## src/rtl/fan_pi_ctrl_mc_if.sv

```systemverilog
// -----------------------------------------------------------------------------
// fan_pi_ctrl_mc_if
//   ADC sample handshake between the sample sequencer (master) and the fan
//   controller (slave). A sample transfers on a clock where adc_valid and
//   adc_ready are both high.
//   adc_valid  master->slave  sample valid
//   adc_ch     master->slave  sample channel (CH_W bits)
//   adc_value  master->slave  unsigned sample (ADC_W bits)
//   adc_ready  slave->master  controller idle, sample will be taken
// -----------------------------------------------------------------------------
interface fan_pi_ctrl_mc_if #(
  parameter int CH_W  = 2,
  parameter int ADC_W = 6
);
  logic             adc_valid;
  logic [CH_W-1:0]  adc_ch;
  logic [ADC_W-1:0] adc_value;
  logic             adc_ready;

  modport master (output adc_valid, adc_ch, adc_value, input adc_ready);
  modport slave  (input adc_valid, adc_ch, adc_value, output adc_ready);
endinterface

```

## src/rtl/fan_pi_ctrl_mc.sv

```systemverilog
// -----------------------------------------------------------------------------
// fan_pi_ctrl_mc
//   N-channel fan controller. One time-multiplexed incremental PI engine
//   (y += b_now*e[k] + b_prev*e[k-1]) updates one channel per accepted ADC
//   sample; each channel drives a PWM output from a shared period counter.
//   Ports:
//     clk_i, rst_i           clock, synchronous active-high reset
//     clk_en_i               PWM counter advance enable
//     cfg_we_i/ch_i/set_i    per-channel setpoint write
//     adc_if (slave)         sample handshake, ready = engine idle
//     b_now_i, b_prev_i      signed Q(COEF_W-FRAC_W).FRAC_W coefficients
//     pwm_period_i/min_i     PWM period and minimum non-zero duty
//     upd_done_o/upd_ch_o    one-cycle pulse + channel of completed update
//     pwm_o                  PWM outputs, one bit per channel
// -----------------------------------------------------------------------------
module fan_pi_ctrl_mc #(
  parameter int NUM_CH = 4,
  parameter int ADC_W  = 6,
  parameter int FRAC_W = 6,
  parameter int COEF_W = 10,
  parameter int PWM_W  = 7,
  localparam int CH_W  = (NUM_CH > 1) ? $clog2(NUM_CH) : 1
) (
  input  logic                     clk_i,
  input  logic                     rst_i,
  input  logic                     clk_en_i,
  input  logic                     cfg_we_i,
  input  logic [CH_W-1:0]          cfg_ch_i,
  input  logic [ADC_W-1:0]         cfg_set_i,
  fan_pi_ctrl_mc_if.slave          adc_if,
  input  logic signed [COEF_W-1:0] b_now_i,
  input  logic signed [COEF_W-1:0] b_prev_i,
  input  logic [PWM_W-1:0]         pwm_period_i,
  input  logic [PWM_W-1:0]         pwm_min_i,
  output logic                     upd_done_o,
  output logic [CH_W-1:0]          upd_ch_o,
  output logic [NUM_CH-1:0]        pwm_o
);

  localparam int E_W    = ADC_W + 1;           // signed error
  localparam int PROD_W = COEF_W + ADC_W + 1;  // signed product
  localparam int ACC_W  = PROD_W + 1;          // two products summed
  localparam int SUM_W  = ACC_W + 1;           // y + acc
  localparam int Y_W    = ADC_W + FRAC_W;      // unsigned controller state
  localparam logic signed [SUM_W-1:0] Y_MAX_S = SUM_W'((1 << Y_W) - 1);

  typedef enum logic [1:0] {S_IDLE, S_MUL0, S_MUL1, S_WB} state_e;

  state_e                    state_q, state_d;
  logic [CH_W-1:0]           ch_q;
  logic signed [E_W-1:0]     e_q;
  logic signed [ACC_W-1:0]   acc_q;
  logic [ADC_W-1:0]          set_q       [NUM_CH];
  logic [Y_W-1:0]            y_q         [NUM_CH];
  logic signed [E_W-1:0]     e_prev_q    [NUM_CH];
  logic [ADC_W-1:0]          duty_next_q [NUM_CH];
  logic [PWM_W-1:0]          duty_q      [NUM_CH];
  logic [PWM_W-1:0]          cnt_q;
  logic [NUM_CH-1:0]         pwm_q;
  logic                      upd_done_q;
  logic [CH_W-1:0]           upd_ch_q;

  logic                      accept, adc_ch_ok, cfg_ch_ok;
  logic signed [E_W-1:0]     e_in;
  logic signed [PROD_W-1:0]  prod_now, prod_prev;
  logic signed [SUM_W-1:0]   sum_s;
  logic [Y_W-1:0]            clamp_y;
  logic [PWM_W-1:0]          load_val [NUM_CH];
  logic [PWM_W-1:0]          duty_cur [NUM_CH];

  // Channel range checks collapse to constants when NUM_CH fills the index.
  if ((1 << CH_W) == NUM_CH) begin : g_ch_full
    assign adc_ch_ok = 1'b1;
    assign cfg_ch_ok = 1'b1;
  end else begin : g_ch_part
    assign adc_ch_ok = (adc_if.adc_ch < CH_W'(NUM_CH));
    assign cfg_ch_ok = (cfg_ch_i < CH_W'(NUM_CH));
  end

  assign adc_if.adc_ready = (state_q == S_IDLE);
  assign accept           = adc_if.adc_valid && adc_if.adc_ready;
  assign upd_done_o       = upd_done_q;
  assign upd_ch_o         = upd_ch_q;
  assign pwm_o            = pwm_q;

  // NOTE: every signal written here gets a default first, so no path leaves
  // it unassigned and no latch is inferred.
  always_comb begin
    state_d = state_q;
    unique case (state_q)
      S_IDLE:  if (accept && adc_ch_ok) state_d = S_MUL0;
      S_MUL0:  state_d = S_MUL1;
      S_MUL1:  state_d = S_WB;
      S_WB:    state_d = S_IDLE;
      default: state_d = S_IDLE;
    endcase
  end

  always_comb begin
    // Setpoint is read before any same-cycle cfg write lands.
    e_in      = $signed({1'b0, set_q[adc_if.adc_ch]}) - $signed({1'b0, adc_if.adc_value});
    prod_now  = PROD_W'(b_now_i) * PROD_W'(e_q);
    prod_prev = PROD_W'(b_prev_i) * PROD_W'(e_prev_q[ch_q]);
    sum_s     = SUM_W'($signed({1'b0, y_q[ch_q]})) + SUM_W'(acc_q);
    // Anti-windup: state never leaves the range the duty can express.
    if (sum_s[SUM_W-1])        clamp_y = '0;
    else if (sum_s > Y_MAX_S)  clamp_y = '1;
    else                       clamp_y = sum_s[Y_W-1:0];
  end

  always_comb begin
    for (int c = 0; c < NUM_CH; c++) begin
      // Zero duty stays off; any non-zero duty is lifted to the start floor.
      if (duty_next_q[c] == '0)
        load_val[c] = '0;
      else if (PWM_W'(duty_next_q[c]) > pwm_min_i)
        load_val[c] = PWM_W'(duty_next_q[c]);
      else
        load_val[c] = pwm_min_i;
      // Reload only at cnt==0 so a period is never cut short or stretched.
      duty_cur[c] = (cnt_q == '0) ? load_val[c] : duty_q[c];
    end
  end

  // NOTE: sequential state uses non-blocking assignments so every flop
  // samples pre-edge values regardless of statement order.
  always_ff @(posedge clk_i) begin
    if (rst_i) state_q <= S_IDLE;
    else       state_q <= state_d;
  end

  always_ff @(posedge clk_i) begin
    if (rst_i) begin
      ch_q       <= '0;
      e_q        <= '0;
      acc_q      <= '0;
      upd_done_q <= 1'b0;
      upd_ch_q   <= '0;
      // NOTE: these per-channel arrays are plain flops, not RAM, so they can
      // and must be cleared: the controller restarts from all-zero state.
      for (int c = 0; c < NUM_CH; c++) begin
        set_q[c]       <= '0;
        y_q[c]         <= '0;
        e_prev_q[c]    <= '0;
        duty_next_q[c] <= '0;
      end
    end else begin
      upd_done_q <= 1'b0;
      if (cfg_we_i && cfg_ch_ok) set_q[cfg_ch_i] <= cfg_set_i;
      unique case (state_q)
        S_IDLE: if (accept && adc_ch_ok) begin
          ch_q <= adc_if.adc_ch;
          e_q  <= e_in;
        end
        S_MUL0: acc_q <= ACC_W'(prod_now);
        S_MUL1: acc_q <= acc_q + ACC_W'(prod_prev);
        S_WB: begin
          y_q[ch_q]         <= clamp_y;
          e_prev_q[ch_q]    <= e_q;
          duty_next_q[ch_q] <= clamp_y[Y_W-1:FRAC_W];
          upd_done_q        <= 1'b1;
          upd_ch_q          <= ch_q;
        end
        default: ;
      endcase
    end
  end

  always_ff @(posedge clk_i) begin
    if (rst_i) begin
      cnt_q <= '0;
      pwm_q <= '0;
      for (int c = 0; c < NUM_CH; c++) duty_q[c] <= '0;
    end else if (clk_en_i) begin
      if (pwm_period_i == '0)                      cnt_q <= '0;
      else if (cnt_q >= pwm_period_i - PWM_W'(1))  cnt_q <= '0;
      else                                         cnt_q <= cnt_q + PWM_W'(1);
      for (int c = 0; c < NUM_CH; c++) begin
        if (cnt_q == '0) duty_q[c] <= load_val[c];
        pwm_q[c] <= (pwm_period_i != '0) && (cnt_q < duty_cur[c]);
      end
    end
  end

endmodule

```

## src/flat_wrapper.sv

```systemverilog
// flat-port wrapper written by rule: the top's interface ports become plain ports
module fan_pi_ctrl_mc_flat 
#(
  parameter int NUM_CH = 4,
  parameter int ADC_W  = 6,
  parameter int FRAC_W = 6,
  parameter int COEF_W = 10,
  parameter int PWM_W  = 7,
  localparam int CH_W  = (NUM_CH > 1) ? $clog2(NUM_CH) : 1
)
  (clk_i, rst_i, clk_en_i, cfg_we_i, cfg_ch_i, cfg_set_i, b_now_i, b_prev_i, pwm_period_i, pwm_min_i, upd_done_o, upd_ch_o, pwm_o, adc_if_adc_valid, adc_if_adc_ch, adc_if_adc_value, adc_if_adc_ready);
  fan_pi_ctrl_mc_if #(.CH_W((2)), .ADC_W(ADC_W)) adc_if_i ();
  input  logic clk_i;
  input  logic rst_i;
  input  logic clk_en_i;
  input  logic cfg_we_i;
  input  logic [CH_W-1:0] cfg_ch_i;
  input  logic [ADC_W-1:0] cfg_set_i;
  input  logic signed [COEF_W-1:0] b_now_i;
  input  logic signed [COEF_W-1:0] b_prev_i;
  input  logic [PWM_W-1:0] pwm_period_i;
  input  logic [PWM_W-1:0] pwm_min_i;
  output logic upd_done_o;
  output logic [CH_W-1:0] upd_ch_o;
  output logic [NUM_CH-1:0] pwm_o;
  input wire logic [$bits(adc_if_i.adc_valid)-1:0] adc_if_adc_valid;
  input wire logic [$bits(adc_if_i.adc_ch)-1:0] adc_if_adc_ch;
  input wire logic [$bits(adc_if_i.adc_value)-1:0] adc_if_adc_value;
  output wire logic [$bits(adc_if_i.adc_ready)-1:0] adc_if_adc_ready;
  assign adc_if_i.adc_valid = adc_if_adc_valid;
  assign adc_if_i.adc_ch = adc_if_adc_ch;
  assign adc_if_i.adc_value = adc_if_adc_value;
  assign adc_if_adc_ready = adc_if_i.adc_ready;
  fan_pi_ctrl_mc #(.NUM_CH(NUM_CH), .ADC_W(ADC_W), .FRAC_W(FRAC_W), .COEF_W(COEF_W), .PWM_W(PWM_W)) u_core (.clk_i(clk_i), .rst_i(rst_i), .clk_en_i(clk_en_i), .cfg_we_i(cfg_we_i), .cfg_ch_i(cfg_ch_i), .cfg_set_i(cfg_set_i), .adc_if(adc_if_i), .b_now_i(b_now_i), .b_prev_i(b_prev_i), .pwm_period_i(pwm_period_i), .pwm_min_i(pwm_min_i), .upd_done_o(upd_done_o), .upd_ch_o(upd_ch_o), .pwm_o(pwm_o));
endmodule
```

## config.mk

```make
export PLATFORM = sky130hd
export DESIGN_NAME = fan_pi_ctrl_mc_flat
export DESIGN_NICKNAME = d
export VERILOG_FILES = /design/src/rtl/fan_pi_ctrl_mc_if.sv /design/src/rtl/fan_pi_ctrl_mc.sv /design/src/flat_wrapper.sv
export SDC_FILE = /design/constraint.sdc
export NUM_CORES = 1
export LEC_CHECK = 0
export ABC_CLOCK_PERIOD_IN_PS = 8800
export CORE_UTILIZATION = 30
export DETAILED_ROUTE_END_ITERATION = 7
export PLACE_DENSITY = 0.53
export SLEW_MARGIN = 20
export SYNTH_ARGS = -nofsm -noshare
export SYNTH_HDL_FRONTEND = slang
export SYNTH_SLANG_ARGS = --single-unit
```

## constraint.sdc

```tcl
create_clock -name clk_i -period 8.8 [get_ports clk_i]
set_input_delay 2.2 -clock clk_i [delete_from_list [all_inputs] [get_ports clk_i]]
set_output_delay 2.2 -clock clk_i [all_outputs]
set_load 0.01 [all_outputs]
```

Yosys cells after proc, flatten, opt, wreduce, memory -nomap -nowiden
Memory sizes are Yosys's and may differ from the RTL's. A register that Yosys moved wholly into a read port is not among the register bits. Index checks and enable logic that the tools add are counted.

RAM bits: 152. Memories: 5. Register bits: 43. Bits of input ports: 55.

Memory list: u_core.y_q (words 4, width 12, rd ports 1, clocked after Yosys merged registers in 1, wr ports 4, line fan_pi_ctrl_mc.sv:54) `logic [Y_W-1:0] y_q [NUM_CH];`; u_core.duty_q (words 4, width 7, rd ports 4, clocked after Yosys merged registers in 0, wr ports 4, line fan_pi_ctrl_mc.sv:57) `logic [PWM_W-1:0] duty_q [NUM_CH];`; u_core.e_prev_q (words 4, width 7, rd ports 1, clocked after Yosys merged registers in 1, wr ports 4, line fan_pi_ctrl_mc.sv:55) `logic signed [E_W-1:0] e_prev_q [NUM_CH];`; u_core.duty_next_q (words 4, width 6, rd ports 4, clocked after Yosys merged registers in 0, wr ports 4, line fan_pi_ctrl_mc.sv:56) `logic [ADC_W-1:0] duty_next_q [NUM_CH];`; u_core.set_q (words 4, width 6, rd ports 1, clocked after Yosys merged registers in 0, wr ports 4, line fan_pi_ctrl_mc.sv:53) `logic [ADC_W-1:0] set_q [NUM_CH];`.

Multiply operators: 2. Order comparisons: 10. Add/subtract/negate cells: 5. Reductions and logical operators: 19. Equality and inequality tests: 4. Bitwise operators: 4. Mux-type cells: 51.

Operator list (count): 2-to-1 mux 7 bit (19); 2-to-1 mux 12 bit (3); case mux 18 bit (2 select lines) (1); multiplier 10 x 7 -> 17 bit (2); > comparator 6 x 7 -> 1 bit (4); < comparator 7 bit (4); zero test 6 bit (4); adder 13 x 18 -> 19 bit (1); > comparator 19 x 13 -> 1 bit (second input constant) (1); adder 18 x 17 -> 18 bit (1); 2-to-1 mux 2 bit (9); 2-to-1 mux 1 bit (16); zero test 7 bit (2); 2-to-1 mux 6 bit (2); OR reduction 12 bit (1); OR reduction 6 bit (2); case mux 2 bit (4 select lines) (1); adder 7 x 1 -> 7 bit (second input constant) (1); greater-or-equal comparator 7 bit (1); nonzero test 7 bit (1); OR reduction 7 bit (1); subtractor 6 x 6 -> 7 bit (1); subtractor 7 x 1 -> 7 bit (second input constant) (1); logical AND 1 bit (5); other kinds (7) (11).

Depth between registers and ports, before layout
Gate-level depths: netlist of run 1. An unclocked memory read counts as a cell.

Word-level depth: 7. Gate-level depth with buffers: 23.

Worst setup path after synthesis of run 1
No wires, ideal clock.

Kind: input port to flip-flop. Start: input port b_prev_i[0]. End: register u_core.acc_q[17]. Library setup time: 91 ps. Buffers on the path: 0. Path slack: 1920 ps. Arrival: 6789 ps. Stages: 17. Path through: or2_2 > fa_1 > fa_1 > inv_1 > fa_1 > inv_1 > fa_1 > inv_1 > ha_1 > o21ai_1 > a21oi_1 > or4_1 > a41o_1 > a31oi_4 > o21ai_1 > or3_1 > a311oi_1.

Cells in the longest elaborated chain, start to end: 3.

RTL lines: start: declaration (line flat_wrapper.sv:20) `input logic signed [COEF_W-1:0] b_prev_i;`; multiplier 10 x 7 -> 17 bit (line fan_pi_ctrl_mc.sv:103) `prod_prev = PROD_W'(b_prev_i) * PROD_W'(e_prev_q[ch_q]);`; adder 18 x 17 -> 18 bit (line fan_pi_ctrl_mc.sv:156) `S_MUL1: acc_q <= acc_q + ACC_W'(prod_prev);`; case mux 18 bit (2 select lines) (line fan_pi_ctrl_mc.sv:150) `unique case (state_q)`; end signal: assignment (line fan_pi_ctrl_mc.sv:155) `S_MUL0: acc_q <= ACC_W'(prod_now);`; end signal: assignment (line fan_pi_ctrl_mc.sv:156); end: declaration (line fan_pi_ctrl_mc.sv:52) `logic signed [ACC_W-1:0] acc_q;`.

No other way between the ends. A chain may end at the register's enable or synchronous reset.

Worst setup path in the final report of run 1
Ends and elaborated chain as after synthesis.

==> run_results.csv, run 1 <==
group,metric,value,unit
setup_path,path_class,"primary input to flop",
place,numPlacedInstances,2311,
clock_tree,post_cts_hold_buffer_count,0,
setup_path,path_cells,"clkdlybuf4s50_1, or2_2, fa_1, fa_1, inv_1, fa_1, inv_1, fa_1, inv_1, ha_1, o21ai_1, a21oi_1, or4_1, a41o_1, a31oi_4, o21ai_1, or3_1, a311oi_1",
clock_tree,tritoncts.num_buffers,17,
yosys,synth_enable_flop_cells,128,
pwr,irDropWorstVdd,0.1668,mV
yosys,netlist_area,15770,µm²
place,io_buffer_count,62,
setup_path,worst_setup_path_start_kind,"primary input",
yosys,postSynthCellCount,1604,
detailed_routing,post_drt_wl_per_cell,15.99,µm
clock_tree,cts-resized-gates,0,
yosys,yosys-top-cells-count,"sky130_fd_sc_hd__inv_1 (220), sky130_fd_sc_hd__nor2_1 (179), sky130_fd_sc_hd__ha_1 (151), sky130_fd_sc_hd__and2_1 (135), sky130_fd_sc_hd__fa_1 (129)",
floorplan,core,51610,µm²
clock_tree,ctsLongestPathBuffers,2,
yosys,synth_area_leaders,"sky130_fd_sc_hd__edfxtp_1 (24%), sky130_fd_sc_hd__fa_1 (16%), sky130_fd_sc_hd__ha_1 (12%), sky130_fd_sc_hd__dfxtp_1 (5.7%), sky130_fd_sc_hd__and2_1 (5.4%)",
sta,max-slew-margin-rel,0.2613,
yosys,avg_inst_size_synth,9.829,µm²
setup_path,r2r_cells,20,
sta,final_setup_violating_endpoints,0,
grt,via_count_of_the_first_global_routing_pass,11621,
clock_tree,cts_root_buf,"sky130_fd_sc_hd__clkbuf_16",
setup_path,slowest_delay,0.55,ns
detailed_routing,post_drt_via_cell_ratio,4.733,
detailed_routing,drt-total-wl,37500,µm
grt,globalRouteOverflowTotal,0,
floorplan,die-area,53470,µm²
job,timing.max_cap.violations,0,
detailed_routing,detailedRoute.firstIterationViolations,555,
finish,num-nets-final,1985,
floorplan,die_height,231.2,µm
sta,rsz0062_at_grt,"false",
setup_path,arrival,7.60,ns
finish,area.growth.synth_to_final,12.37,%
hold_path,timing.hold.worst_path_depth,2,
sta,maxClockFrequency,138.2,MHz
floorplan,initial_standard_cell_utilization_of_the_core,0.3054,
setup_path,cpMostUsedCell,"sky130_fd_sc_hd__fa_1",
floorplan,floorplan.io_pins,63,
setup_path,crit_required,9.16,ns
yosys,synth.most_common_cell,"sky130_fd_sc_hd__inv_1",
yosys,synth_top_cell_area_share,0.2438,
yosys,synth_sequential_area_ratio,0.3010,
clock_tree,tritoncts,"done",
clock_tree,cts.sinks,173,
pwr,total_leakage_power,7.813,nW
grt,grt_max_degree,53,
sta,worst-slew-pin-transition,1.096,ns
clock_tree,count_of_buffers_added_by_post_cts_timing_repair_for_setup,0,
detailed_routing,drtPass1Iterations,7,
clock_tree,insertion_delay,0.45,ns
setup_path,critPathCaptureType,"flop",
place,hpwlAfterDp,29820,µm
floorplan,die_width,231.2,µm
clock_tree,path_clk_slew,0.07,ns
detailed_routing,via_count,11099,
hold_path,hp-class,"flop to flop",
yosys,ys_warn_count,0,
finish,filler_cell_count,5220,
setup_path,critPathSlowestCell,"sky130_fd_sc_hd__fa_1",
yosys,synth_flop_cell,"sky130_fd_sc_hd__edfxtp_1",
pwr,powerDensity,288.8,nW/µm²
place,place_congestion,0.8434,
yosys,postSynth.asyncResetShare,0,
detailed_routing,final_antenna_net_count,0,
sta,hold_viol_final,0,
grt,grt_antenna_before_repair,5,
floorplan,rows,83,
clock_tree,htree_num_levels,4,
sta,finalCriticalPeriod,7.236,ns
sta,layout_worst_path_cycle_share,0.8223,
yosys,syn-num-nets,1939,
sta,setup_total_negative_slack,0,ns
grt,gr-usage-all-layers,0.1483,
yosys,yosys.area.top_type,"sky130_fd_sc_hd__edfxtp_1",
setup_path,critical_path.max_fanout,7,
finish,final_layout_size_suffix_gt1_frac,0.05412,
sta,report.final.slew_viol_count,0,
finish,finish.cell_count_without_fillers,2345,
outcome,run_status,"finished, final reports clean",
yosys,yosys.cell_types.count,60,
grt,grt_pass1_wl,62570,µm
sta,finClkSkew,0.01198,ns
yosys,ys_seq_elements,173,
detailed_routing,route.detailed.drc,0,
## cell families after synthesis
kind of cell / after synthesis / synth area share
buffers and inverters: 264 / 0.06365
AND/OR/NAND/NOR: 536 / 0.1687
AO/OA/AOI/OAI: 238 / 0.09611
XOR/XNOR: 54 / 0.03000
multiplexers: 55 / 0.05413
flip-flops: 173 / 0.3010
adder cells (fa/ha/maj): 284 / 0.2865
## final timing paths
check	startpoint	end	slack, ns
worst max register to register	flop	u_core.acc_q[17]	2.57
worst min-delay path	u_core.pwm_o[2]	u_core.pwm_o[2]	0.48
worst max-delay path	b_prev_i[0]	u_core.acc_q[17]	1.56
worst min register to register	u_core.pwm_o[2]	u_core.pwm_o[2]	0.48
## metrics by stage
step	util	hold slack (ns)	cell area (µm²)	total power [mW]	setup slack (ns)
final	0.3432	0.4849	17710	5.117	1.564
after global routing	0.3431	0.5161	17710	5.743	1.263
after CTS	0.3430	0.4826	17700	5.185	1.565
after detailed placement	0.3318	0.4653	17130	4.390	1.093
after global placement	0.3317	0.4708	17120	4.362	1.118
after floorplan	-	0.4638	15770	3.613	1.920
## layer usage
metal / share of wire / up-vias / global-route usage
met3: 0.045 / 40 / 0.02596
met4: 0.015 / 4 / 0.03684
met5: 0.00069 / - / 0
li1: - / 5516 / -
met1: 0.47 / 5350 / 0.2007
met2: 0.47 / 189 / 0.2439
## critical path: cells and delay by family
| kind | cells | cell delay, ns |
|---|---|---|
| simple gates | 3 | 1.13 |
| compound gates | 6 | 1.09 |
| buf+inv | 4 | 0.69 |
| fa+ha+maj | 5 | 2.49 |
## registers in the layout, summed over array words and instances, names as in the netlist, named ones only
register,count
u_core.upd_done_o,1
u_core.acc_q,18
u_core.upd_ch_o,2
u_core.e_q,7
u_core.e_prev_q,28
u_core.cnt_q,7
u_core.duty_next_q,20
u_core.set_q,24
u_core.state_q,2
u_core.pwm_o,4
u_core.y_q,28
u_core.duty_q,28
u_core.ch_q,2
## cell usage in the layout, fill, tap and decap left out, types with 44 or more instances in the layout
| master | n |
|---|---|
| sky130_fd_sc_hd__inv_1 | 220 |
| sky130_fd_sc_hd__dfxtp_1 | 44 |
| sky130_fd_sc_hd__nand2_1 | 88 |
| sky130_fd_sc_hd__ha_1 | 151 |
| sky130_fd_sc_hd__edfxtp_1 | 128 |
| sky130_fd_sc_hd__and2_1 | 135 |
| sky130_fd_sc_hd__nor2_1 | 179 |
| sky130_fd_sc_hd__fa_1 | 129 |
| sky130_fd_sc_hd__a21oi_1 | 86 |
| sky130_fd_sc_hd__o21ai_0 | 51 |
| sky130_fd_sc_hd__clkdlybuf4s50_1 | 61 |
## where the power goes
part / switching, mW / internal (mW) / leakage (nW)
clock network: 0.355 / 0.405 / 0.278
registers: 0.113 / 0.966 / 1.69
logic: 1.90 / 1.38 / 5.84
total: 2.37 / 2.75 / 7.81
## final cells by class
cell class	count	area (µm²)	area share
Antenna cell	2	5.005	0.0002825
Clock inverter	13	133.9	0.007558
Inverter	220	825.8	0.04662
Multi-Input combinational cell	1167	10030	0.5660
Timing Repair Buffer	71	683.2	0.03856
Clock buffer	19	442.9	0.02500
Tap cell	680	850.8	0.04803
Sequential cell	173	4746	0.2679
(Power assumes the default switching activity.)
==> inputs of run 2 (changes only) <==
--- a/config.mk
+++ b/config.mk
@@ -5,10 +5,10 @@
 export SDC_FILE = /design/constraint.sdc
 export NUM_CORES = 1
 export LEC_CHECK = 0
-export ABC_CLOCK_PERIOD_IN_PS = 8800
+export ABC_CLOCK_PERIOD_IN_PS = 5900
 export CORE_UTILIZATION = 30
 export DETAILED_ROUTE_END_ITERATION = 7
-export PLACE_DENSITY = 0.53
+export PLACE_DENSITY = 0.55
 export SLEW_MARGIN = 20
 export SYNTH_ARGS = -nofsm -noshare
 export SYNTH_HDL_FRONTEND = slang
==> constraint.sdc (replaced) <==
create_clock -name clk_i -period 5.9 [get_ports clk_i]
set_input_delay 1.475 -clock clk_i [delete_from_list [all_inputs] [get_ports clk_i]]
set_output_delay 1.475 -clock clk_i [all_outputs]
set_load 0.01 [all_outputs]
==> run_results.csv, run 2 (synthesis gave the netlist of run 1 again) <==
group,metric,value,unit
outcome,run_status,"finished, final reports clean",
grt,grt_pass1_wl,62880,µm
grt,grt_antenna_before_repair,4,
grt,via_count_of_the_first_global_routing_pass,11788,
clock_tree,cts_root_buf,"sky130_fd_sc_hd__clkbuf_16",
floorplan,die-area,53470,µm²
clock_tree,post_cts_hold_buffer_count,0,
finish,area.growth.synth_to_final,17.90,%
clock_tree,path_clk_slew,0.07,ns
sta,max-slew-margin-rel,0.3817,
detailed_routing,detailedRoute.firstIterationViolations,691,
setup_path,startpoint,"b_prev_i[0]",
hold_path,hp-class,"flop to flop",
finish,reg.largest.list,"u_core.duty_q: 28 flops, u_core.e_prev_q: 28 flops, u_core.y_q: 28 flops",
clock_tree,tritoncts.num_buffers,17,
setup_path,critical_path.max_fanout,2,
grt,gr-usage-all-layers,0.1490,
sta,finalCriticalPeriod,5.763,ns
place,hpwlAfterDp,30950,µm
clock_tree,ctsLongestPathBuffers,2,
finish,final_design_area_no_fill,18590,µm²
clock_tree,tritoncts,"done",
pwr,irDropWorstVdd,0.3014,mV
place,place_congestion,0.8568,
sta,report.final.slew_viol_count,0,
setup_path,critPathCaptureType,"flop",
sta,worst-slew-pin-transition,0.9204,ns
pwr,powerDensity,463.6,nW/µm²
detailed_routing,drtPass1Iterations,5,
floorplan,initial_standard_cell_utilization_of_the_core,0.3054,
sta,rsz0062_at_grt,"true",
setup_path,cpMostUsedCell,"sky130_fd_sc_hd__fa_1",
floorplan,die_height,231.2,µm
setup_path,path_class,"primary input to flop",
detailed_routing,via_count,11409,
hold_path,min-delay-start,"u_core.pwm_o[2]",
clock_tree,insertion_delay,0.45,ns
floorplan,rows,83,
sta,final_setup_violating_endpoints,0,
place,numPlacedInstances,2405,
finish,finish.cell_count_without_fillers,2443,
detailed_routing,post_drt_wl_per_cell,15.67,µm
detailed_routing,drt-total-wl,38270,µm
clock_tree,htree_num_levels,4,
finish,mostFrequentLayoutCell,"sky130_fd_sc_hd__inv_1",
sta,hold_viol_final,0,
setup_path,slowest_delay,0.52,ns
finish,num-nets-final,2082,
setup_path,critPathSlowestCell,"sky130_fd_sc_hd__fa_1",
clock_tree,cts.sinks,173,
place,placement_stage_cell_area,17860,µm²
setup_path,arrival,6.12,ns
grt,globalRouteOverflowTotal,0,
setup_path,path_cells,"dlygate4sd2_1, or2_4, fa_1, fa_1, inv_1, fa_1, inv_1, fa_1, inv_2, ha_4, o21ai_2, a21oi_1, or4_4, a41o_1, a31oi_4, o21ai_2, or3_1, a311oi_1",
detailed_routing,route.detailed.drc,0,
detailed_routing,final_antenna_net_count,0,
finish,final_layout_size_suffix_gt1_frac,0.1131,
setup_path,worst_setup_path_start_kind,"primary input",
detailed_routing,post_drt_via_cell_ratio,4.670,
floorplan,floorplan.io_pins,63,
sta,layout_worst_path_cycle_share,0.9767,
floorplan,core,51610,µm²
sta,finClkSkew,0.01258,ns
sta,maxClockFrequency,173.5,MHz
grt,grt_max_degree,52,
floorplan,die_width,231.2,µm
place,io_buffer_count,62,
pwr,total_leakage_power,8.411,nW
job,timing.max_cap.violations,0,
finish,most-common-layout-cells,"sky130_fd_sc_hd__inv_1 (219), sky130_fd_sc_hd__nor2_1 (178), sky130_fd_sc_hd__ha_1 (150), sky130_fd_sc_hd__and2_1 (135), sky130_fd_sc_hd__fa_1 (129)",
setup_path,crit_required,6.25,ns
-- run 2: changes by cell type in the layout (fill, tap and decap cells not counted), moves of 3 or more --
| cell | delta |
|---|---|
| sky130_fd_sc_hd__clkdlybuf4s50_1 | -12 |
| sky130_fd_sc_hd__clkinv_4 | -3 |
| sky130_fd_sc_hd__dlymetal6s2s_1 | +6 |
| sky130_fd_sc_hd__clkinv_8 | +3 |
| sky130_fd_sc_hd__buf_4 | +96 |
| sky130_fd_sc_hd__o21ai_2 | +3 |
| sky130_fd_sc_hd__dlygate4sd2_1 | +5 |
-- run 2: metrics by stage --
stage	worst slack, ns	hold WS [ns]	total power, mW	TNS, ns	utilization
2_1_floorplan	0.01171	0.4638	5.417	0	-
3_3_place_gp	-0.6478	0.4658	7.245	-3.566	0.3459
3_5_place_dp	-0.7053	0.4737	7.301	-3.936	0.3460
4_1_cts	0.001715	0.4916	8.660	0	0.3587
5_1_grt	-0.04992	0.5182	9.558	-0.04992	0.3600
6_report	0.1375	0.4816	8.618	0	0.3601
-- run 2: final timing paths --
path,slack [ns],depth (start not counted),endpoint
worst max-delay path,0.14,18,u_core.acc_q[17]
worst min-delay path,0.48,2,u_core.pwm_o[2]
worst max register to register,0.18,17,u_core.acc_q[17]
worst min register to register,0.48,2,u_core.pwm_o[2]
-- run 2: critical path: cells and delay by family --
kind	cells	cell delay, ns
adders and majority gates	5	2.21
and+or+nand+nor	3	1.09
buffers and inverters	4	0.40
AOI/OAI and AO/OA	6	0.93
-- run 2: area by class of cell --
class	instances	area (µm²)
repair buffers	168	1428
fillers	5217	33030
clock inverters	15	224.0
clock buffers	17	425.4
well taps	680	850.8
inverters	220	825.8
multi-input cells	1167	10080
flip-flops and latches	173	4745
diodes	3	7.507
-- run 2: power breakdown --
group	total (mW)	internal [mW]	leakage (nW)	switching, mW
Sequential	1.61	1.44	1.69	0.170
Clock	1.25	0.692	0.313	0.562
Combinational	5.75	2.72	6.41	3.04
Total	8.62	4.85	8.41	3.77
-- run 2: what timing repair did --
item,CTS,global route
pin swaps,6,8
endpoints found under the setup margin,4,7
resized for setup,10,16
buffers inserted,0,3
-- run 2: layer usage --
metal	global-route usage	wire length [µm]
met5	0	25
met4	0.03228	441
met3	0.02891	1391
met2	0.2478	18020
met1	0.1993	18390
